[src/rtl/piso_mux_serializer_pkg.sv]
// Shared constants for the 4-bit parallel-in / serial-out sequencer.
package piso_mux_serializer_pkg;

  localparam logic [0:0] ST_IDLE = 1'b0;
  localparam logic [0:0] ST_SEND = 1'b1;

  localparam logic [1:0] SEL_FIRST_LSB = 2'b00;
  localparam logic [1:0] SEL_FIRST_MSB = 2'b11;

  localparam int BIT_PERIOD_MIN = 1;
  localparam int BIT_PERIOD_MAX = 16;

endpackage

[src/rtl/piso_mux_serializer_mux_4to1.sv]
// Plain 4:1 bit multiplexer, reused from mux bring-up to pick the serial bit.
module mux_4to1 (
  input  logic [3:0] in,
  input  logic [1:0] sel,
  output logic       out
);

  assign out = in[sel];

endmodule

[src/rtl/piso_mux_serializer.sv]
// Latches a 4-bit word over valid/ready and walks the mux select through all
// four positions, holding each bit for BIT_PERIOD cycles.
module piso_mux_serializer
  import piso_mux_serializer_pkg::*;
#(
  parameter int BIT_PERIOD = 1,
  parameter bit MSB_FIRST  = 1'b0
) (
  input  logic       clk,
  input  logic       rst,
  input  logic [3:0] in_data,
  input  logic       in_valid,
  output logic       in_ready,
  output logic       ser_out,
  output logic       ser_valid,
  output logic [1:0] sel_out,
  output logic       last_bit,
  output logic       busy
);

  if (BIT_PERIOD < BIT_PERIOD_MIN || BIT_PERIOD > BIT_PERIOD_MAX) begin : g_bad_bit_period
    $error("piso_mux_serializer: BIT_PERIOD=%0d outside 1..16", BIT_PERIOD);
  end

  localparam int              CNT_W     = (BIT_PERIOD > 1) ? $clog2(BIT_PERIOD) : 1;
  localparam logic [CNT_W-1:0] CNT_LAST = CNT_W'(BIT_PERIOD - 1);
  localparam logic [1:0]      SEL_START = MSB_FIRST ? SEL_FIRST_MSB : SEL_FIRST_LSB;
  localparam logic [1:0]      SEL_LAST  = MSB_FIRST ? SEL_FIRST_LSB : SEL_FIRST_MSB;

  logic [0:0]       state_reg, state_next;
  logic [3:0]       data_reg, data_next;
  logic [1:0]       sel_reg, sel_next;
  logic [CNT_W-1:0] cnt_reg, cnt_next;

  logic sending;
  logic bit_done;
  logic mux_bit;

  assign sending  = (state_reg == ST_SEND);
  assign bit_done = (cnt_reg == CNT_LAST);

  always_comb begin
    state_next = state_reg;
    data_next  = data_reg;
    sel_next   = sel_reg;
    cnt_next   = cnt_reg;
    case (state_reg)
      ST_IDLE: begin
        if (in_valid) begin
          state_next = ST_SEND;
          data_next  = in_data;
          sel_next   = SEL_START;
          cnt_next   = '0;
        end
      end
      default: begin
        if (bit_done) begin
          cnt_next = '0;
          if (sel_reg == SEL_LAST) begin
            // Park the select at zero so idle probing matches the reset view.
            state_next = ST_IDLE;
            sel_next   = 2'b00;
          end else if (MSB_FIRST) begin
            sel_next = sel_reg - 2'd1;
          end else begin
            sel_next = sel_reg + 2'd1;
          end
        end else begin
          cnt_next = cnt_reg + CNT_W'(1);
        end
      end
    endcase
  end

  always_ff @(posedge clk or posedge rst) begin
    if (rst) begin
      state_reg <= ST_IDLE;
      data_reg  <= '0;
      sel_reg   <= 2'b00;
      cnt_reg   <= '0;
    end else begin
      state_reg <= state_next;
      data_reg  <= data_next;
      sel_reg   <= sel_next;
      cnt_reg   <= cnt_next;
    end
  end

  mux_4to1 u_mux (
    .in  (data_reg),
    .sel (sel_reg),
    .out (mux_bit)
  );

  // All outputs derive from registered state only; no input feeds through.
  assign in_ready  = ~sending;
  assign busy      = sending;
  assign ser_valid = sending;
  assign ser_out   = sending & mux_bit;
  assign sel_out   = sel_reg;
  assign last_bit  = sending & bit_done & (sel_reg == SEL_LAST);

endmodule
[config.mk]
export PLATFORM = sky130hd
export DESIGN_NAME = piso_mux_serializer
export DESIGN_NICKNAME = d
export VERILOG_FILES = /design/src/rtl/piso_mux_serializer_pkg.sv /design/src/rtl/piso_mux_serializer_mux_4to1.sv /design/src/rtl/piso_mux_serializer.sv
export SDC_FILE = /design/constraint.sdc
export NUM_CORES = 1
export LEC_CHECK = 0
export ABC_AREA = 0
export CAP_MARGIN = 15
export CORE_AREA = 2 2 39 41
export CTS_CLUSTER_DIAMETER = 200
export DETAILED_ROUTE_END_ITERATION = 8
export DIE_AREA = 0 0 41 43
export GPL_TIMING_DRIVEN = 0
export PLACE_DENSITY = 0.57
export SYNTH_ARGS = -nofsm -noshare
export SYNTH_HDL_FRONTEND = slang
export SYNTH_SLANG_ARGS = --single-unit
[constraint.sdc]
create_clock -name clk -period 2.1 [get_ports clk]
set_input_delay 0.21 -clock clk [delete_from_list [all_inputs] [get_ports clk]]
set_output_delay 0.21 -clock clk [all_outputs]
set_load 0.02 [all_outputs]
==> impl_metrics.tcl, run 1 <==
set metrics [dict create \
    status "finished, final reports clean" \
    yosysTopAreaCellShare 0.534 \
    reg2reg_to "data_reg[3]" \
    drc 0 \
    viasPerCell 4.14 \
    detail-route-antenna-nets 0 \
    grt_pass1_vias 248 \
    fin_crit_ns 1.82 \
    areaGrowthSynthToFinish_pct 54.6 \
    fmax_mhz 548 \
    vias 244 \
    syn_area_sq_um 328 \
    syn_avg_cell_area_sq_um 12.6 \
    drive_gt1_frac 0.233 \
    hpwl_um 482 \
    critPathLaunchType "flip-flop" \
    synthTopCellsByArea "dfrtp_1 (53%), mux2_2 (14%), mux4_2 (6.9%), and2_1 (3.8%), ha_1 (3.8%)" \
    syn_nets 34 \
    ios 14 \
    max_stage_delay_ns 0.61 \
    post_cts_resized 0 \
    required_ns 1.89 \
    rr_startpoint "busy" \
    first_pass_iters 1 \
    rr_worst_depth 2 \
    root_buffer "clkbuf_4" \
    maxCapViolCount 0 \
    drt_iter0_markers 0 \
    dieArea_sq_um 1760 \
    yosysUniqueCellTypes 13 \
    fin_crit_sh 0.869 \
    die_h_um 43 \
    h-tree-depth 1 \
    largest_reg_flops 4 \
    ys_seq_area_frac 0.534 \
    yosysWarnings 0 \
    start_util 0.237 \
    path_max_fanout 5 \
    finalHoldViolations 0 \
    cp_num_buf_inv 1 \
    tightestPinTransition_ns 0.281 \
    post_cts_buffers 0 \
    power.leakage_nw 0.231 \
    path_delay_family "buffers and inverters" \
    place_congestion 0.637 \
    track_usage 0.0913 \
    antenna_found_initial 0 \
    cp_cell_sequence "ha_1 > and2_1 > clkdlybuf4s50_1" \
    clock_latency_ns 0.25 \
    slew_headroom 0.813 \
    drt-total-wl_um 599 \
    r2r_setup_slack_ns 0.92 \
    worstSetupPathType "flip-flop to output pin" \
    clk_pin_slew_ns 0.05 \
    synthesis.instances 26 \
    peakVddDrop_mv 0.466 \
    arrival_ns 1.61 \
    skew_ns 0.00267 \
    clock_path_buffers 2 \
    core_sq_um 1380 \
    rsz0062_at_grt "no" \
    die_x_um 41 \
    fin_area_sq_um 507 \
    overflow 0 \
    yosys_register_bits 7 \
    cts_tree "yes" \
    drv_slew 0 \
    yosys.area.top_type "dfrtp_1" \
    clock_sinks 7 \
    n_antenna_cell 0 \
    wire_per_inst_um 10.2 \
    io_buffers 13 \
    post_dp_cell_area_sq_um 478 \
    grt_pass1_wl_mm 1.00 \
    grt_max_degree 11 \
    power_density_nw_per_um2 1550 \
    hold_class "input pin to asynchronous set/reset pin" \
    end_kind "output pin" \
    fin_nets 52 \
    slowest_stage "clkdlybuf4s50_1" \
    row_count 14 \
    hold_buffers 0 \
    setup_viol 0 \
    cts-buffers-inserted 3 \
    tns_ns 0 \
]
-- worst register-to-register path, cell delays in order (launching register included) --
cell	delay (ns)
dfrtp_1	0.47
nor2b_2	0.24
mux2_2	0.36
-- logic make-up after synthesis --
| logic type | after synthesis | synth area share |
|---|---|---|
| simple gates | 8 | 0.134 |
| fa+ha+maj | 1 | 0.0382 |
| compound gates | 2 | 0.0420 |
| buf+inv | 3 | 0.0458 |
| mux | 5 | 0.206 |
| flops | 7 | 0.534 |
-- where the power goes --
part,internal (mW),switching [mW]
clock,0.0724,0.0483
sequential,0.203,0.0629
combinational,0.233,0.164
-- final cells by class --
| class | instances | area, sq um |
|---|---|---|
| plain buffers | 1 | 7.51 |
| clock buffers | 4 | 26.3 |
| fillers | 144 | 877 |
| inverters | 2 | 7.51 |
| multi-input cells | 16 | 138 |
| flip-flops and latches | 7 | 175 |
| well taps | 16 | 20.0 |
| repair buffers | 13 | 133 |
-- layer usage --
layer / up-vias / GRT usage / wire, um / part of all wire
met5: - / 0 / 0 / 0
met4: 0 / 0.0800 / 11 / 0.018
met3: 2 / 0.0471 / 77 / 0.13
met2: 16 / 0.122 / 233 / 0.39
met1: 105 / 0.0997 / 276 / 0.46
li1: 121 / - / - / -
-- cell usage in the layout, fill, tap and decap left out --
cell type,instances
and2_1,2
clkbuf_1,1
ha_1,1
or2b_1,1
o21ai_0,1
nor2b_2,1
a22o_1,1
inv_1,2
clkbuf_4,3
mux2_2,4
mux4_2,1
buf_4,1
nand2_1,1
clkdlybuf4s50_1,12
dlymetal6s2s_1,1
nor2_1,3
dfrtp_1,7
-- worst max-delay path by stage --
stage | startpoint | end | slack [ns] | cells past startpoint
after floorplan | sel_out[1] | ser_out | 0.67 | 2
after global placement | sel_out[1] | ser_out | 0.31 | 3
after detailed placement | sel_out[1] | ser_out | 0.30 | 3
after CTS | sel_out[1] | ser_out | 0.02 | 3
after global routing | sel_out[0] | last_bit | 0.17 | 3
final | sel_out[0] | last_bit | 0.28 | 3
-- metrics by stage --
step / hold slack (ns) / util / setup WS [ns] / total power, mW / std cells
global placement: 0.457 / 0.345 / 0.308 / 0.666 / 55
global route: 0.224 / 0.366 / 0.171 / 0.853 / 59
finish: 0.193 / 0.366 / 0.276 / 0.784 / 59
floorplan: 0.0134 / - / 0.669 / 0.500 / 26
CTS: 0.198 / 0.364 / 0.0223 / 0.802 / 59
detailed placement: 0.463 / 0.345 / 0.300 / 0.677 / 55
-- cell usage after synthesis --
| cell type | count |
|---|---|
| or2b_1 | 1 |
| mux4_2 | 1 |
| nand2_1 | 1 |
| nor2b_2 | 1 |
| a22o_1 | 1 |
| ha_1 | 1 |
| mux2_2 | 4 |
| nor2_1 | 3 |
| o21ai_0 | 1 |
| inv_1 | 2 |
| buf_4 | 1 |
| dfrtp_1 | 7 |
| and2_1 | 2 |
Note: power is estimated with default switching activity, not from simulation.
==> run 2, diff against run 1 <==
PLACE_DENSITY = unset   (was 0.57)
==> run 2 against run 1 <==
  * Die area is the same
  * Clock power is essentially flat
  * Clock skew grew 0.0012 ns
  * Via count grew 1.2%
  * Global-route usage shrank 0.60 points
  * Highest routed layer is now met3
  * First-iteration DRC count is the same
  * Setup slack gained 0.026 ns
==> impl_metrics.tcl, run 2 (synthesized netlist as in run 1, its figures left out) <==
set metrics [dict create \
    status "finished, final reports clean" \
    drt_iter0_markers 0 \
    final_cell_mix "clkdlybuf4s50_1 (12), dfrtp_1 (7), mux2_2 (4)" \
    antenna_found_initial 0 \
    row_count 14 \
    cts_tree "yes" \
    fillers 144 \
    skew_ns 0.00387 \
    drc 0 \
    place_inst 55 \
    largest_reg_flops 4 \
    grt_max_degree 11 \
    drive_gt1_frac 0.233 \
    whs_ns 0.194 \
    power.leakage_nw 0.231 \
    viasPerCell 4.19 \
    finalHoldViolations 0 \
    n_antenna_cell 0 \
    die_h_um 43 \
    drv_slew 0 \
    rsz0062_at_grt "no" \
    instances_no_fill 59 \
    track_usage 0.0853 \
    ios 14 \
    fmax_mhz 556 \
    areaGrowthSynthToFinish_pct 54.6 \
    clock_sinks 7 \
    mostFrequentLayoutCell "clkdlybuf4s50_1" \
    worstSetupPathType "flip-flop to output pin" \
    maxCapViolCount 0 \
    post-place-ws_ns 0.290 \
    clock_path_buffers 2 \
    fin_crit_sh 0.856 \
    h-tree-depth 1 \
    die_x_um 41 \
    fin_crit_ns 1.80 \
    dieArea_sq_um 1760 \
    setup_viol 0 \
    cts-buffers-inserted 3 \
    clk_pin_slew_ns 0.05 \
    io_buffers 13 \
    first_pass_iters 1 \
    overflow 0 \
    tightestPinTransition_ns 0.279 \
    vias 247 \
    slew_headroom 0.814 \
    grt_pass1_vias 233 \
    detail-route-antenna-nets 0 \
    power_mw 0.777 \
    clock_latency_ns 0.25 \
    end_kind "output pin" \
    grt_pass1_wl_um 952 \
    peakVddDrop_mv 0.510 \
    path_max_fanout 5 \
    required_ns 1.89 \
    arrival_ns 1.59 \
    core_sq_um 1380 \
    fin_nets 52 \
    place_congestion 0.652 \
    root_buffer "clkbuf_4" \
    power_density_nw_per_um2 1530 \
    tns_ns 0 \
    critPathLaunchType "flip-flop" \
    start_util 0.237 \
    drt-total-wl_um 567 \
    hold_class "input pin to asynchronous set/reset pin" \
    setup_slack_ns 0.302 \
    post_cts_buffers 0 \
    wire_per_inst_um 9.61 \
]
run 2: report_power, final:
group | switching, mW | total [mW] | leakage, nW | internal, mW
Sequential | 0.0598 | 0.262 | 0.0817 | 0.203
Clock | 0.0476 | 0.120 | 0.0150 | 0.0724
Combinational | 0.163 | 0.395 | 0.134 | 0.232
run 2: worst max-delay path, stage by stage, from the launching register on:
cell             delay, ns
dfrtp_1               0.42
ha_1                  0.22
and2_1                0.17
clkdlybuf4s50_1       0.53
run 2: worst paths after layout:
path	to	from	depth (start not counted)	slack (ns)
max	last_bit	sel_out[0]	3	0.30
min reg2reg	data_reg[3]	data_reg[3]	1	0.50
max reg2reg	data_reg[2]	busy	2	0.92
max in group asynchronous	data_reg[2]	rst	2	1.69
min	data_reg[3]	rst	2	0.19
min in group clk	data_reg[3]	data_reg[3]	1	0.50
run 2: per-layer routing:
layer	part of all wire	global-route usage	wire (um)	vias to the layer above
met5	0	0	0	-
met4	0	0.0800	0	0
met3	0.12	0.0314	68	0
met2	0.41	0.106	234	14
met1	0.47	0.107	264	111
li1	-	-	-	122
run 2: stage by stage:
step | area, sq um | util
after detailed placement | 478 | 0.345
final | 507 | 0.366
after CTS | 504 | 0.364
after global placement | 478 | 0.345
after global routing | 507 | 0.366
after floorplan | 328 | -
run 2: what timing repair did:
item | CTS | global route
endpoints found under the setup margin | 0 | 1
gates resized for setup | 0 | 1
hold endpoints to repair | 0 | 0
hold buffers | 0 | 0
run 2: final cells by class:
class                   count  area (sq um)  area share
flip-flops and latches      7           175       0.346
repair buffers             13           133       0.262
plain buffers               1          7.51      0.0148
clock buffers               4          26.3      0.0519
multi-input cells          16           138       0.272
well taps                  16          20.0      0.0395
inverters                   2          7.51      0.0148
==> run 3, diff against run 2 <==
ABC_AREA = 1   (was 0)
==> run 3 against run 2 <==
  * Area after synthesis grew 4.2%
  * Sequential power shrank 4%
  * Cell count grew 27%
  * Clock power grew 6%
  * Fmax shrank 5.8%
  * Via count grew 26%
  * First-iteration DRC count grew 3
  * Clock-buffer cell count is the same
  * Highest routed layer is now met4
  * Total power grew 4.9%
  * Sequential share of layout area shrank 0.75 points
==> impl_metrics.tcl, run 3 <==
set metrics [dict create \
    synthArstFlopShare 1.00 \
    syn_nets 50 \
    n_antenna_cell 0 \
    synth_top_cells_by_count "inv_1 (8), dfrtp_1 (7), nand2_1 (7)" \
    yosysTopAreaCellShare 0.513 \
    worstSetupStartpoint "sel_out[0]" \
    start_util 0.247 \
    max_stage_delay_ns 0.62 \
    arrival_ns 1.70 \
    fin_crit_sh 0.909 \
    post_dp_cell_area_sq_um 492 \
    required_ns 1.89 \
    clock_sinks 7 \
    place_congestion 0.713 \
    row_count 14 \
    status "finished, final reports clean" \
    fmax_mhz 524 \
    cp_cell_sequence "inv_1 > nand2_1 > nand3_1 > a21oi_1 > clkdlybuf4s50_1" \
    root_buffer "clkbuf_4" \
    core_sq_um 1380 \
    first_pass_iters 4 \
    path_delay_family "buffers and inverters" \
    path_depth 5 \
    worstSetupPathType "flip-flop to output pin" \
    h-tree-depth 1 \
    rr_startpoint "sel_out[0]" \
    yosys.area.top_type "dfrtp_1" \
    overflow 0 \
    yosysUniqueCellTypes 13 \
    ys_seq_area_frac 0.513 \
    rr_worst_depth 3 \
    power.leakage_nw 0.260 \
    tns_ns 0 \
    cts_tree "yes" \
    drc 0 \
    clock_latency_ns 0.26 \
    hpwl_um 578 \
    route.met2.wl_um 379 \
    top_layer "met4" \
    skew_ns 0.00952 \
    finalHoldViolations 0 \
    ys.flop_type "dfrtp_1" \
    yosys_register_bits 7 \
    fin_nets 68 \
    hold_buffers 0 \
    die_x_um 41 \
    detail-route-antenna-nets 0 \
    maxCapViolCount 0 \
    synthTopCellsByArea "dfrtp_1 (51%), inv_1 (8.8%), nand2_1 (7.7%), a21oi_1 (7.3%), nor2_1 (5.5%)" \
    end_kind "output pin" \
    path_max_fanout 6 \
    ios 14 \
    peakVddDrop_mv 0.527 \
    areaGrowthSynthToFinish_pct 51.6 \
    fin_area_sq_um 518 \
    track_usage 0.114 \
    vias 310 \
    drt_iter0_markers 3 \
    power_density_nw_per_um2 1570 \
    hold_class "input pin to asynchronous set/reset pin" \
    fin_crit_ns 1.91 \
    antenna_found_initial 0 \
    syn_avg_cell_area_sq_um 8.13 \
    tightestPinTransition_ns 0.297 \
    post_cts_buffers 0 \
    grt_pass1_vias 289 \
    reg2reg_to "sel_out[1]" \
    grt_max_degree 10 \
    mostFrequentLayoutCell "clkdlybuf4s50_1" \
    viasPerCell 4.13 \
    clock_path_buffers 2 \
    drv_slew 0 \
    rsz0062_at_grt "no" \
    grt_pass1_wl_mm 1.15 \
    largest_reg_flops 4 \
    met1_length_um 302 \
    final_cell_mix "clkdlybuf4s50_1 (13), inv_1 (8), nand2_1 (7), dfrtp_1 (7)" \
    yosysWarnings 0 \
    io_buffers 13 \
    setup_viol 0 \
    synth-edff-count 0 \
    wire_per_inst_um 10.0 \
    syn_area_sq_um 342 \
    yosysMostFrequentCell "inv_1" \
    cp_num_buf_inv 2 \
    slew_headroom 0.802 \
    r2r_setup_slack_ns 1.12 \
    critPathLaunchType "flip-flop" \
    drt-total-wl_um 751 \
    die_h_um 43 \
    dieArea_sq_um 1760 \
    drive_gt1_frac 0.102 \
    clk_pin_slew_ns 0.06 \
    slowest_stage "clkdlybuf4s50_1" \
    cts-buffers-inserted 3 \
    post_cts_resized 0 \
    wl_met3_um 38 \
    synthesis.instances 42 \
]
-- run 3: cell count changes after synthesis, sizes merged --
cell and change:
a21oi +5, nor2b -1, nand2 +7, o21ai +2, a22o -1, or2 +1, inv +7, or2b -1
mux2 -4, and2 -2, nor2 +2, mux4 -1, nand3 +2
-- run 3: how the worst max path moves through the flow --
stage	to	slack, ns
CTS	ser_out	0.15
global placement	ser_out	0.46
finish	ser_out	0.19
floorplan	ser_out	0.79
global route	ser_out	0.06
detailed placement	ser_out	0.44
-- run 3: metrics by stage --
step / utilization / worst slack, ns / hold slack [ns] / power (mW) / std cells
floorplan: - / 0.792 / 0.0134 / 0.509 / 42
global placement: 0.355 / 0.464 / 0.459 / 0.692 / 71
detailed placement: 0.355 / 0.444 / 0.471 / 0.701 / 71
CTS: 0.374 / 0.150 / 0.191 / 0.834 / 75
global route: 0.374 / 0.0582 / 0.209 / 0.888 / 75
finish: 0.374 / 0.191 / 0.193 / 0.816 / 75
-- run 3: final cells by class --
type / instances / area [sq um]
multi-input cells: 25 / 125
flip-flops and latches: 7 / 175
inverters: 9 / 33.8
repair buffers: 13 / 130
well taps: 16 / 20.0
clock buffers: 4 / 26.3
fillers: 160 / 866
plain buffers: 1 / 7.51
-- run 3: power breakdown --
group | total, mW | internal, mW | switching [mW]
combinational | 0.437 | 0.206 | 0.231
clock | 0.127 | 0.0728 | 0.0538
sequential | 0.252 | 0.200 | 0.0515
total | 0.816 | 0.480 | 0.336
-- run 3: cells by family after synthesis --
| group | Yosys count | share of synthesized area |
|---|---|---|
| buffers and inverters | 10 | 0.121 |
| flip-flops | 7 | 0.513 |
| AO/OA/AOI/OAI | 8 | 0.117 |
| AND/OR/NAND/NOR | 16 | 0.212 |
| adder cells (fa/ha/maj) | 1 | 0.0366 |
-- run 3: layer usage --
layer,vias to the layer above,GRT usage
li1,164,-
met1,133,0.0974
met2,9,0.156
met3,4,0.0785
met4,0,0.120
met5,-,0
